$ cat config.mk
export PLATFORM = sky130hd
export DESIGN_NAME = dtree_eval_sequencer
export DESIGN_NICKNAME = d
export VERILOG_FILES = /design/src/rtl/dtree_eval_sequencer.sv
export SDC_FILE = /design/constraint.sdc
export NUM_CORES = 1
export LEC_CHECK = 0
export BUFFER_PORTS_ARGS = -buffer_cell sky130_fd_sc_hd__buf_2
export CAP_MARGIN = 10
export CELL_PAD_IN_SITES_DETAIL_PLACEMENT = 1
export CELL_PAD_IN_SITES_GLOBAL_PLACEMENT = 2
export CORE_ASPECT_RATIO = 0.5
export CORE_UTILIZATION = 39
export CTS_CLUSTER_SIZE = 25
export DETAILED_ROUTE_END_ITERATION = 7
export PLACE_DENSITY_LB_ADDON = 0.1
export SLEW_MARGIN = 20
export SYNTH_ARGS = -nofsm -noshare
export SYNTH_HDL_FRONTEND = slang
export SYNTH_SLANG_ARGS = --single-unit
$ cat constraint.sdc
create_clock -name clk -period 9.5 [get_ports clk]
set_input_delay 0.475 -clock clk [delete_from_list [all_inputs] [get_ports clk]]
set_output_delay 0.475 -clock clk [all_outputs]
set_load 0.03 [all_outputs]
$ cat src/rtl/dtree_eval_sequencer.sv
// Serial feature collector and result sequencer for the decision-tree classifier.
// Optional idle timeout inside a frame is enabled by defining DTREE_SEQ_TIMEOUT_EN.
module dtree_eval_sequencer #(
  parameter int unsigned NUM_FEATURES   = 45,
  parameter int unsigned FEAT_W         = 8,
  parameter int unsigned CLASS_W        = 5,
  parameter int unsigned EVAL_CYCLES    = 4,
  parameter int unsigned TIMEOUT_CYCLES = 255
) (
  input  logic                             clk,
  input  logic                             rst_n,
  input  logic                             in_valid,
  output logic                             in_ready,
  input  logic [FEAT_W-1:0]                in_data,
  input  logic                             in_last,
  output logic [NUM_FEATURES*FEAT_W-1:0]   feat_bus,
  output logic                             tree_en,
  input  logic [CLASS_W-1:0]               class_in,
  output logic                             res_valid,
  input  logic                             res_ready,
  output logic [CLASS_W-1:0]               res_class,
  output logic [1:0]                       err_code,
  output logic                             busy
);

  localparam int unsigned IDX_W = $clog2(NUM_FEATURES);
  localparam int unsigned CNT_W = $clog2(EVAL_CYCLES + 1);
  localparam logic [IDX_W-1:0] LAST_IDX  = IDX_W'(NUM_FEATURES - 1);
  localparam logic [CNT_W-1:0] EVAL_LOAD = CNT_W'(EVAL_CYCLES);

  localparam logic [2:0] StIdle  = 3'd0;
  localparam logic [2:0] StLoad  = 3'd1;
  localparam logic [2:0] StDrain = 3'd2;
  localparam logic [2:0] StEval  = 3'd3;
  localparam logic [2:0] StHold  = 3'd4;

  if (NUM_FEATURES < 2 || EVAL_CYCLES < 1 || TIMEOUT_CYCLES < 1) begin : g_param_check
    $error("dtree_eval_sequencer: invalid parameter set");
  end

  logic [2:0]                     state_q, state_d;
  logic [IDX_W-1:0]               idx_q, idx_d;
  logic [CNT_W-1:0]               cnt_q, cnt_d;
  logic [CLASS_W-1:0]             res_class_q, res_class_d;
  logic                           res_valid_q, res_valid_d;
  logic [1:0]                     err_q, err_d;
  logic [NUM_FEATURES*FEAT_W-1:0] feat_q;
  logic                           feat_we;
  logic [IDX_W-1:0]               feat_wr_idx;
  logic                           beat;

`ifdef DTREE_SEQ_TIMEOUT_EN
  localparam int unsigned TO_W = $clog2(TIMEOUT_CYCLES + 1);
  localparam logic [TO_W-1:0] TO_LAST = TO_W'(TIMEOUT_CYCLES - 1);
  logic [TO_W-1:0] to_q, to_d;
`endif

  assign in_ready  = (state_q == StIdle) || (state_q == StLoad) || (state_q == StDrain);
  assign beat      = in_valid && in_ready;
  assign tree_en   = (state_q == StEval);
  assign busy      = (state_q != StIdle);
  assign feat_bus  = feat_q;
  assign res_valid = res_valid_q;
  assign res_class = res_class_q;
  assign err_code  = err_q;

  always_comb begin
    state_d     = state_q;
    idx_d       = idx_q;
    cnt_d       = cnt_q;
    res_class_d = res_class_q;
    res_valid_d = res_valid_q;
    err_d       = 2'b00;
    feat_we     = 1'b0;
    feat_wr_idx = idx_q;
    case (state_q)
      StIdle: begin
        if (beat) begin
          feat_we     = 1'b1;
          feat_wr_idx = '0;
          idx_d       = IDX_W'(1);
          if (in_last) begin
            err_d = 2'b01;
          end else begin
            state_d = StLoad;
          end
        end
      end
      StLoad: begin
        if (beat) begin
          feat_we = 1'b1;
          if (idx_q == LAST_IDX) begin
            idx_d = '0;
            if (in_last) begin
              state_d = StEval;
              cnt_d   = EVAL_LOAD;
            end else begin
              err_d   = 2'b10;
              state_d = StDrain;
            end
          end else if (in_last) begin
            err_d   = 2'b01;
            idx_d   = '0;
            state_d = StIdle;
          end else begin
            idx_d = idx_q + IDX_W'(1);
          end
        end
      end
      StDrain: begin
        if (beat && in_last) begin
          state_d = StIdle;
        end
      end
      StEval: begin
        // Capture on the edge where the counter would reach zero.
        if (cnt_q <= CNT_W'(1)) begin
          cnt_d       = '0;
          res_class_d = class_in;
          res_valid_d = 1'b1;
          state_d     = StHold;
        end else begin
          cnt_d = cnt_q - CNT_W'(1);
        end
      end
      StHold: begin
        if (res_valid_q && res_ready) begin
          res_valid_d = 1'b0;
          state_d     = StIdle;
        end
      end
      default: state_d = StIdle;
    endcase

`ifdef DTREE_SEQ_TIMEOUT_EN
    to_d = '0;
    if (state_q == StLoad || state_q == StDrain) begin
      if (beat) begin
        to_d = '0;
      end else if (to_q == TO_LAST) begin
        to_d    = '0;
        err_d   = 2'b11;
        idx_d   = '0;
        state_d = StIdle;
      end else begin
        to_d = to_q + TO_W'(1);
      end
    end
`endif
  end

  always_ff @(posedge clk or negedge rst_n) begin
    if (!rst_n) begin
      state_q     <= StIdle;
      idx_q       <= '0;
      cnt_q       <= '0;
      res_class_q <= '0;
      res_valid_q <= 1'b0;
      err_q       <= 2'b00;
      feat_q      <= '0;
    end else begin
      state_q     <= state_d;
      idx_q       <= idx_d;
      cnt_q       <= cnt_d;
      res_class_q <= res_class_d;
      res_valid_q <= res_valid_d;
      err_q       <= err_d;
      if (feat_we) begin
        feat_q[int'(feat_wr_idx)*FEAT_W +: FEAT_W] <= in_data;
      end
    end
  end

`ifdef DTREE_SEQ_TIMEOUT_EN
  always_ff @(posedge clk or negedge rst_n) begin
    if (!rst_n) begin
      to_q <= '0;
    end else begin
      to_q <= to_d;
    end
  end
`endif

endmodule

==> results of run 1 <==
-- cells in the final DEF, fill, tap and decap left out, drive strengths merged, types with 3 or more instances in the layout --
cell type and count:
bufinv 4, inv 26, o21a 4, dfrtp 380, o31ai 8, buf 403
xnor2 4, o211ai 5, clkbuf 55, a211oi 3, clkinv 7, nand3 26
nand2b 6, a31oi 4, and3 28, nor3 13, and2 40, or3 6
nand2 64, mux2i 15, nand4 4, nor2 31, ha 5, nor4 9
o2bb2ai 7, a21oi 11, nor3b 13, a21o 3, nor4b 4, o21ai 39
nor2b 17, mux2 327
-- worst max-delay path, stage by stage, from the launching register on --
cell and delay [ps]:
dfrtp_1 600, or4b_4 700, nand2_1 120, ha_1 730
a211o_1 250, a31oi_1 240, nor3_2 800, nand4_2 530
mux2_2 450
-- cell type report --
cell class | count | area, um^2 | area share, %
clock buffer | 55 | 1110 | 5.50
clock inverter | 12 | 190 | 0.945
timing repair buffer | 404 | 2080 | 10.3
tap | 540 | 676 | 3.36
multi-input combinational | 726 | 6470 | 32.2
inverter | 25 | 93.8 | 0.466
sequential | 380 | 9510 | 47.3
-- metal layers --
| metal | track usage, % | vias to the layer above | share of wire (%) | wire, um |
|---|---|---|---|---|
| li1 | - | 5009 | - | - |
| met1 | 34.3 | 6050 | 44 | 23600 |
| met2 | 41.8 | 291 | 49 | 26100 |
| met3 | 4.83 | 75 | 5.2 | 2800 |
| met4 | 5.74 | 0 | 1.7 | 921 |
| met5 | 0 | - | 0 | 0 |
-- repair_timing --
item | in CTS | in global routing
hold endpoints to repair | 73 | 0
setup endpoints to repair | 0 | 0
hold buffers | 1 | 0
-- sequential cells by signal, summed over array words and instances (netlist names) --
register / flops
state_q: 3
res_class: 5
feat_bus: 360
err_code: 2
cnt_q: 3
idx_q: 6
res_valid: 1
-- logic make-up after synthesis --
logic type,after synthesis,synth area share [%]
mux,342,23.9
flops,380,58.0
simple gates,272,10.3
compound gates,102,4.41
xor+xnor,5,0.267
fa+ha+maj,5,0.382
buf+inv,96,2.75
-- per-stage QoR --
| stage | utilization [%] | instances | worst slack [ps] | cell area (um^2) |
|---|---|---|---|---|
| 6_report | 49.2 | 2142 | 4940 | 20100 |
| 5_1_grt | 49.2 | 2142 | 4650 | 20100 |
| 4_1_cts | 49.1 | 2142 | 4690 | 20100 |
| 3_5_place_dp | 45.9 | 2074 | 4700 | 18800 |
| 3_3_place_gp | 45.9 | 2074 | 4890 | 18800 |
| 2_1_floorplan | - | 1202 | 6010 | 16400 |
-- where the power goes --
| group | switching [mW] | total, mW | internal [mW] | leakage (nW) |
|---|---|---|---|---|
| combinational | 0.419 | 0.590 | 0.172 | 5.12 |
| clock | 0.660 | 1.58 | 0.923 | 0.636 |
| sequential | 0.0499 | 1.74 | 1.70 | 5.18 |
-- path summary, 6_finish.rpt --
kind | start | end | slack, ps
min reg2reg | feat_bus[167]$_DFFE_PN0P_ | feat_bus[167]$_DFFE_PN0P_ | 480
max reg2reg | state_q[0]$_DFFE_PN0P_ | feat_bus[351]$_DFFE_PN0P_ | 4940
min | class_in[1] | res_class[1]$_DFFE_PN0P_ | 170
min in group asynchronous | rst_n | feat_bus[0]$_DFFE_PN0P_ | 510
max in group asynchronous | rst_n | feat_bus[175]$_DFFE_PN0P_ | 6720
max | state_q[0]$_DFFE_PN0P_ | feat_bus[351]$_DFFE_PN0P_ | 4940
==> results.md, run 1 <==
- CTS clk-pin slew, worst paths: 60 ps
- Minimum clock period: 4560 ps
- Setup violators final: 0
- Status: completed
- Ys async rst share: 100%
- Vias in the first global route: 12,400
- Hold crit path type: input pin to flip-flop
- Share of cells above drive strength 1: 52.6%
- Library cells used by synthesis: 74
- Site row count: 52
- Post-CTS sizing: 0
- Total grt overflow: 0
- Clk_skew: 20.9 ps
- Setup TNS: 0 ps
- Count leader, synth: dfrtp_1
- CTS Sinks: 380
- Crit share post-route: 48.0%
- CTS Buffer Depth: 3
- Fin. Hold Viols: 0
- Post-synth top area share: 58.0%
- Crit path required time: 9920 ps
- Maxcap violations: 0
- Peak supply drop: 97.7 uV
- DIE HEIGHT: 147 um
- Largest net degree at the start of global routing: 101
- First-pass GRT wire length: 81,600 um
- Initial Util: 40.1%
- Power Density: 195 nW/um^2
- GRT Resource Usage Total: 25.2%
- Overall power: 3.92 mW
- Synth warnings: 0
- Layout area overhead: 22.7%
- 1st-iter DRT viols: 645
- Initial antenna violation count: 5
- RSZ-0062 raised after global routing: no
- Routed WL: 53,400 um
- Die area: 42,900 um^2
- # nets final: 1,598
- Leakage power: 10.9 nW
- Worst Path Max Fanout: 21
- Seq cells post-synth: 380
- Ys flop type: dfrtp_1
- Post-synth EDFFs: 0
- Wire per inst: 24.9 um
- H-tree depth: 2
- IO Port Bufs: 388
- Synth area leaders: dfrtp_1 (58%), mux2_2 (21%), mux2_4 (2.2%)
- IO Count: 389
- # DRC: 0
- Slew Viols, Final: 0
- Post-CTS setup buffers: 0
- Element type at the critical path start: flip-flop
- Critical path arrival: 4980 ps
- Final ANT Viol Nets: 0
- CTS tree: built
- GPL Wtd Cong: 0.836
- Cell taking the most area after synthesis: dfrtp_1
- Die W: 292 um
- Actual slew at the worst max-slew pin: 1130 ps
- Total core area: 40,900 um^2
- Number of inserted diodes: 0
- Syn_area_per_cell: 13.6 um^2
- CTS buffer count: 38
- Synthesized instance count: 1,202
- Vias per cell: 5.33
- Worst Setup End Kind: flip-flop
- Critical path class: flip-flop to flip-flop
- CTS Root Cell: clkbuf_16
- Hold Crit Depth: 2
- Filler cells: 4,282
- Part of the Yosys area used for sequential elements: 58.0%
- DP Wirelength: 37,000 um
- Net count after synthesis: 1,225
- Slew margin rel.: 23.5%
- Via Count: 11,400
- Commonest cells in the netlist: dfrtp_1 (380), mux2_2 (303), nand2_1 (64)
- DR pass1 iterations: 5
- Mapped cell area: 16,400 um^2
- Max Clock Freq: 0.219 GHz
- Hold WS: 170 ps
- Skew-Pair Late Insertion Delay: 550 ps
- Cell count of the worst reg-to-reg path: 8
Power figures use the tool's default switching activity.
==> run 2, diff against run 1 <==
Settings changed: CORE_UTILIZATION 39 to 33.
Clock period 9.5 ns to 4.1 ns, I/O delays scaled along.
==> run 2 against run 1 <==
Net effect:
- critical path depth rose by 1
- global-route usage shrank 2.5 points
- worst setup slack lost 4700 ps
- register-to-register slack lost 4700 ps
- total power increased by 130%
- count of clock-buffer cells in the layout up 1
- utilization down 7.2 points
==> results.md, run 2 (synthesized netlist as in run 1, its figures left out) <==
- Status: completed (unchanged)
- Final ANT Viol Nets: 0 (unchanged)
- CTS tree: built (unchanged)
- Site row count: 57 (was 52)
- Max Clock Freq: 0.261 GHz (was 0.219 GHz)
- Fin. Hold Viols: 0 (unchanged)
- Vias per cell: 5.06 (was 5.33)
- DR pass1 iterations: 4 (was 5)
- Int Pwr: 6.36 mW (was 2.79 mW)
- RSZ-0062 raised after global routing: no (unchanged)
- Critical path class: flip-flop to flip-flop (unchanged)
- Maxcap violations: 0 (unchanged)
- CTS Sinks: 380 (unchanged)
- DIE HEIGHT: 160 um (was 147 um)
- Worst Setup End Kind: flip-flop (unchanged)
- IO Count: 389 (unchanged)
- Setup violators final: 0 (unchanged)
- CTS clk-pin slew, worst paths: 60 ps (about the same)
- Peak supply drop: 219 uV (was 97.7 uV)
- Critical path arrival: 4260 ps (was 4980 ps)
- Crit path required time: 4530 ps (was 9920 ps)
- Comb power frac: 16.0% (was 15.1%)
- Commonest cells after routing, fill and taps aside: buf_2 (387), dfrtp_1 (380), mux2_2 (303) (unchanged)
- Power Density: 442 nW/um^2 (was 195 nW/um^2)
- Sequential power share: 44.5% (about the same)
- Switch Pwr: 2.69 mW (was 1.13 mW)
- Via Count: 11,600 (was 11,400)
- Clock power frac: 39.5% (was 40.4%)
- GPL Wtd Cong: 0.885 (was 0.836)
- Setup TNS: 0 ps (unchanged)
- DP Wirelength: 39,600 um (was 37,000 um)
- Slew Viols, Final: 0 (unchanged)
- Placed instance area: 19,100 um^2 (was 18,800 um^2)
- CTS Root Cell: clkbuf_16 (unchanged)
- First-pass GRT wire length: 85,500 um (was 81,600 um)
- H-tree depth: 2 (unchanged)
- Actual slew at the worst max-slew pin: 987 ps (was 1130 ps)
- Total core area: 48,800 um^2 (was 40,900 um^2)
- Die W: 317 um (was 292 um)
- Die area: 50,600 um^2 (was 42,900 um^2)
- Total grt overflow: 0 (unchanged)
- Post-CTS setup buffers: 0 (unchanged)
- Clk_skew: 17.5 ps (was 20.9 ps)
- Largest net degree at the start of global routing: 99 (was 101)
- Wire per inst: 24.9 um (about the same)
- Layout area overhead: 24.9% (was 22.7%)
- Net Sw Frac: 29.7% (was 28.8%)
- Post-CTS sizing: 0 (unchanged)
- Hold crit path type: input pin to asynchronous set/reset pin (was input pin to flip-flop)
- CTS Buffer Depth: 3 (unchanged)
- Slew margin rel.: 33.9% (was 23.5%)
- GRT Resource Usage Total: 22.6% (was 25.2%)
- Vias in the first global route: 12,600 (was 12,400)
- # DRC: 0 (unchanged)
- Most common cell after layout, fill and taps aside: buf_2 (unchanged)
- CTS buffer count: 39 (was 38)
- # nets final: 1,630 (was 1,598)
- Skew-Pair Late Insertion Delay: 550 ps (about the same)
- Fin util: 42.0% (was 49.2%)
- Initial antenna violation count: 6 (was 5)
- Worst Path Max Fanout: 18 (was 21)
- Minimum clock period: 3840 ps (was 4560 ps)
- Max reg flops: 360 (unchanged)
- Post-Layout Inst Area: 20,500 um^2 (was 20,100 um^2)
- Cts hold-fix bufs: 9 (was 1)
- Routed WL: 56,900 um (was 53,400 um)
- 1st-iter DRT viols: 586 (was 645)
- IO Port Bufs: 388 (unchanged)
- Crit share post-route: 93.6% (was 48.0%)
- Element type at the critical path start: flip-flop (unchanged)
- Leakage power: 11.1 nW (was 10.9 nW)
- Initial Util: 33.6% (was 40.1%)
- Share of cells above drive strength 1: 52.8% (was 52.6%)
==> run 2: power by group through the flow <==
stage | sequential [mW] | clock (mW) | combinational, mW
after floorplan | 4.44 | 0 | 0.518
after CTS | 4.03 | 3.68 | 1.46
final | 4.03 | 3.57 | 1.45
after global placement | 4.09 | 0 | 1.43
after global routing | 4.05 | 3.83 | 1.54
after detailed placement | 4.10 | 0 | 1.45
==> run 2: layout make-up <==
| cell class | instances | area, um^2 |
|---|---|---|
| Antenna cell | 1 | 2.50 |
| Clock inverter | 12 | 138 |
| Tap cell | 649 | 812 |
| Multi-Input combinational cell | 726 | 6460 |
| Fill cell | 5168 | 28300 |
| Timing Repair Buffer | 435 | 2360 |
| Inverter | 25 | 93.8 |
| Clock buffer | 56 | 1100 |
| Sequential cell | 380 | 9510 |
==> run 2: per-layer routing <==
layer | up-vias | track usage, % | wire [um]
li1 | 5071 | - | -
met1 | 6145 | 31.2 | 25300
met2 | 272 | 37.6 | 27800
met3 | 77 | 3.43 | 2620
met4 | 0 | 5.15 | 1180
met5 | - | 0 | 0
==> run 2: worst paths after layout <==
check	cells past startpoint	startpoint	endpoint	slack, ps
min reg2reg	1	feat_bus[117]$_DFFE_PN0P_	feat_bus[117]$_DFFE_PN0P_	480
max in group asynchronous	3	rst_n	feat_bus[276]$_DFFE_PN0P_	2740
max	9	state_q[0]$_DFFE_PN0P_	feat_bus[248]$_DFFE_PN0P_	260
min	2	rst_n	feat_bus[49]$_DFFE_PN0P_	270
max reg2reg	9	state_q[0]$_DFFE_PN0P_	feat_bus[248]$_DFFE_PN0P_	260
min in group clk	3	in_data[6]	feat_bus[70]$_DFFE_PN0P_	330
==> run 2: through the flow <==
| stage | cells | setup WS, ps | hold slack (ps) | power, mW |
|---|---|---|---|---|
| after CTS | 2283 | 285 | 301 | 9.17 |
| after global routing | 2283 | 74.5 | 330 | 9.42 |
| after global placement | 2206 | 308 | 302 | 5.52 |
| after detailed placement | 2206 | 294 | 312 | 5.55 |
| final | 2284 | 263 | 268 | 9.05 |
| after floorplan | 1202 | 742 | -90.6 | 4.96 |
==> run 2: worst max-delay path: stages, from the launching register on <==
cell      delay, ps
dfrtp_1         460
or4b_4          640
nand2_1         140
ha_1            190
buf_4           270
nand2b_1        140
a211oi_2        290
o21a_1          580
and3_1          600
mux2_2          390
